## src/rtl/display_scan_ctrl.sv

```systemverilog
// display_scan_ctrl: time-multiplexed 4-digit display scanner with tear-free frame-synchronous value update
//
// Ports:
//   clk          system clock, all state changes on its rising edge
//   reset        synchronous active-high reset
//   value_in     four packed nibbles to display, digit 0 in bits [3:0]
//   load         request to display value_in (sampled whenever high)
//   digit_sel    index of the active digit, for the anode decoder
//   digit_nibble nibble of the active digit, for the segment decoder
//   digit_blank  1 when the active digit is shown dark
//   frame_tick   one-cycle pulse on the first cycle of each frame
//
// Optional feature: define LEADING_ZERO_BLANK_EN to blank leading zero digits.
module display_scan_ctrl #(
    parameter int REFRESH_DIV = 100000
) (
    input  logic        clk,
    input  logic        reset,
    input  logic [15:0] value_in,
    input  logic        load,
    output logic [1:0]  digit_sel,
    output logic [3:0]  digit_nibble,
    output logic        digit_blank,
    output logic        frame_tick
);
    localparam int CW = $clog2(REFRESH_DIV);
    localparam logic [CW-1:0] CNT_LAST = CW'(REFRESH_DIV - 1);

    logic [CW-1:0] cnt_q, cnt_d;
    logic [1:0]    sel_q, sel_d;
    logic [15:0]   shadow_q, shadow_d;
    logic [15:0]   pend_q, pend_d;
    logic          pend_v_q, pend_v_d;
    logic          tick_q;
    logic          wrap, boundary;

    always_comb begin
        wrap     = cnt_q == CNT_LAST;
        boundary = wrap && sel_q == 2'd3;
        cnt_d    = wrap ? '0 : cnt_q + 1'b1;
        sel_d    = wrap ? sel_q + 2'd1 : sel_q;
        // a load on the boundary cycle itself beats any older pending value
        shadow_d = !boundary ? shadow_q : load ? value_in : pend_v_q ? pend_q : shadow_q;
        pend_d   = (load && !boundary) ? value_in : pend_q;
        pend_v_d = boundary ? 1'b0 : load ? 1'b1 : pend_v_q;
    end

    always_ff @(posedge clk) begin
        if (reset) begin
            cnt_q    <= '0;
            sel_q    <= '0;
            shadow_q <= '0;
            pend_q   <= '0;
            pend_v_q <= 1'b0;
            tick_q   <= 1'b0;
        end else begin
            cnt_q    <= cnt_d;
            sel_q    <= sel_d;
            shadow_q <= shadow_d;
            pend_q   <= pend_d;
            pend_v_q <= pend_v_d;
            tick_q   <= boundary;
        end
    end

    assign digit_sel    = sel_q;
    assign digit_nibble = shadow_q[{sel_q, 2'b00} +: 4];
    assign frame_tick   = tick_q;

`ifdef LEADING_ZERO_BLANK_EN
    // dark when this digit and every more significant digit is zero; digit 0 always lit
    assign digit_blank = (sel_q != 2'd0) && ((shadow_q >> {sel_q, 2'b00}) == 16'h0000);
`else
    assign digit_blank = 1'b0;
`endif
endmodule

```

## config.mk

```make
export PLATFORM = sky130hd
export DESIGN_NAME = display_scan_ctrl
export DESIGN_NICKNAME = d
export VERILOG_FILES = /design/src/rtl/display_scan_ctrl.sv
export SDC_FILE = /design/constraint.sdc
export NUM_CORES = 1
export LEC_CHECK = 0
export CAP_MARGIN = 5
export CORE_ASPECT_RATIO = 0.5
export CORE_MARGIN = 2
export CORE_UTILIZATION = 51
export CTS_CLUSTER_DIAMETER = 150
export DETAILED_ROUTE_END_ITERATION = 6
export PLACE_DENSITY = 0.75
export SLEW_MARGIN = 30
export SYNTH_ARGS = -nofsm -noshare
export SYNTH_HDL_FRONTEND = slang
export SYNTH_SLANG_ARGS = --single-unit
```

## constraint.sdc

```tcl
create_clock -name clk -period 1.67 [get_ports clk]
set_input_delay 0.334 -clock clk [delete_from_list [all_inputs] [get_ports clk]]
set_output_delay 0.334 -clock clk [all_outputs]
set_load 0.02 [all_outputs]
```

==> qor.yml <==
drv_cap: 0
powerDensity_nw_per_um2: 668.5
switching_share_pct: 23.38
min_from: "reset"
start_util_pct: 53.80
clock_sink_count: 53
fp.dieW_um: 106.7
cp.arrival_ns: 1.37
ant_nets: 0
detail_route.vias_per_cell: 5.140
synth_top_area_share_pct: 39.44
yosysTopAreaCell: "dfxtp_1"
vias: 1989
p_int_w: 0.001723
cts_buffers: 5
row_count: 18
place_hpwl_um: 3697
insertion_delay_ns: 0.30
ys_seq_area_share_pct: 39.44
grt_pass1_vias: 2066
routed_wl_um: 5523
rsz0062_at_grt: "true"
r2r_setup_slack_ns: 0.01
synth.avg_cell_area_um2: 10.04
comb_power_share_pct: 10.6
setup.worst_path.start_class: "register"
antenna_found_initial: 0
finClkSkew_ns: 0.005066
worst_slack_ns: -0.03693
fmax_ghz: 0.5858
synth-async-reset-ratio_pct: 0
r2r_end: "pend_q[11]"
holdPathStages: 2
violations: "negative setup slack"
synthesis.nets: 289
drive_above_1_share_pct: 26.18
cp-end-kind: "primary output"
p_leak_nw: 1.464
status: "complete, but fails checks"
pre_cts_ws_ns: -0.2087
synth_cell_type_count: 38
cts.clk_slew.worst_paths_ns: 0.09
synth_area_leaders: "dfxtp_1 (39%), mux2i_1 (12%), nand2b_1 (7.4%), mux2_4 (5.6%), nor2_1 (4.0%)"
vdd_ir_drop_max_v: 0.0003701
final_core_util_pct: 67.29
r2r_cells: 6
grt_overflow_total: 0
cts_tree: "done"
root_buffer: "clkbuf_8"
post-route-min-period_ns: 1.707
grt_pass1_wl_um: 8956
diodes: 0
area_delta_synth_final_pct: 25.07
hp-class: "in2reg"
fin_cells: 387
place_congestion: 0.7775
clock_path_buffers: 2
yosys_warnings: 0
core_um2: 5000
post_drt_wl_per_cell_um: 14.27
hold_path_end: "digit_sel[0]"
finalPower_w: 0.002249
setup_viol: 3
cts_max_level: 2
track_usage_pct: 18.57
ctsHoldBuffers: 0
pwr-share-seq_pct: 58.3
first_pass_iters: 4
synth_edf_count: 0
port_buffers: 25
dieArea_um2: 5907
finalCritPeriodShare_pct: 102.2
netlist_area_um2: 2690
grt_max_degree: 66
synth_seq_cells: 53
p_clk_share_pct: 31.1
placed_cells: 374
drtIter0Drc: 30
final-hold-violation-count: 0
syn_inst: 268
critPathMaxFanout: 5
nets: 337
p_sw_w: 0.0005260
fp.dieH_um: 55.36
critPathKind: "reg2out"
crit_required_ns: 1.34
num_io_pins: 27
r2r-start: "cnt_q[5]"
synthFlopType: "dfxtp_1"
drv_slew: 0
route.detailed.drc: 0
-- state kept, by name, indices dropped and copies added, names as in the netlist --
| name | count |
|---|---|
| cnt_q | 17 |
| pend_q | 16 |
| shadow_q | 16 |
| digit_sel | 2 |
| frame_tick | 1 |
| pend_v_q | 1 |
-- cells in the final DEF, fill, tap and decap left out, types with 7 or more instances in the layout --
cell / n
a21oi_1: 7
buf_4: 25
clkdlybuf4s50_1: 18
dfxtp_1: 44
dfxtp_2: 8
mux2_4: 10
mux2i_1: 32
nand2b_1: 32
nand4_1: 8
nor2_1: 29
nor2b_1: 16
xor2_1: 9
-- Yosys cell counts (3+ instances only) --
cell type  count
a21oi_1        7
and3_1         4
buf_2          3
buf_6          3
clkbuf_1       8
dfxtp_1       53
mux2_2         6
mux2_4        10
mux2i_1       32
mux4_2         4
nand2_1        6
nand2b_1      32
nand3_1        4
nand4_1        8
nor2_1        29
nor2b_1       16
o21ai_0        6
or3_1          5
xor2_1         9
-- power by group through the flow --
stage / logic [W] / registers, W / clock network [W]
3_5_place_dp: 0.000231 / 0.00134 / 0
2_1_floorplan: 0.000139 / 0.00134 / 0
4_1_cts: 0.000233 / 0.00131 / 0.000715
3_3_place_gp: 0.000226 / 0.00134 / 0
6_report: 0.000239 / 0.00131 / 0.000699
5_1_grt: 0.000262 / 0.00132 / 0.000777
-- per-stage QoR --
stage	hold WS (ns)	TNS, ns	instance area (um2)
finish	0.2879	-0.08965	3364
CTS	0.2815	-0.1562	3267
global placement	0.4579	-3.673	3172
floorplan	0.4129	-0.06154	2696
detailed placement	0.4648	-4.987	3172
global route	0.2886	-0.4730	3364
-- worst max-delay path, stage by stage, from the launching register on --
cell and delay, ns:
dfxtp_4 0.40, mux4_2 0.53, buf_6 0.15
-- cell families (layout without fill, tap and decap cells) --
group                    after synthesis  in the layout  synth area share [%]
other                                  1              1                0.1394
adder cells (fa/ha/maj)                2              2                0.9301
flip-flops                            53             53                 39.44
AND/OR/NAND/NOR                      117            117                 25.63
multiplexers                          52             52                 23.35
XOR/XNOR                              10             10                 3.256
AO/OA/AOI/OAI                         16             16                 3.768
buffers and inverters                 17             66                 3.488
-- per-layer routing --
metal / GRT usage [%] / wire (um)
met4: 6.122 / 99
met2: 33.30 / 2702
met5: 0 / 0
met1: 21.60 / 2543
met3: 4.959 / 178
-- layout make-up --
class | instances | area, um2
Inverter | 2 | 7.507
Fill cell | 408 | 1635
Multi-Input combinational cell | 198 | 1565
Timing Repair Buffer | 56 | 549.3
Sequential cell | 53 | 1075
Tap cell | 70 | 87.58
Clock buffer | 8 | 80.08
-- worst max-delay path by stage --
stage / depth (start not counted) / from / endpoint / slack [ns]
finish: 2 / digit_sel[0] / digit_nibble[1] / -0.04
global route: 2 / digit_sel[0] / digit_nibble[1] / -0.08
CTS: 2 / digit_sel[0] / digit_nibble[1] / -0.06
detailed placement: 4 / load / shadow_q[5] / -0.21
global placement: 4 / load / shadow_q[4] / -0.15
floorplan: 6 / cnt_q[5] / pend_q[10] / -0.006
-- timing repair --
action | in CTS | in global routing
endpoints found under the setup margin | 22 | 53
gates cloned | 0 | 1
setup buffers | 1 | 3
pin swaps | 1 | 4
resized for setup | 23 | 18
No activity file was read; power rests on OpenSTA's default activity.
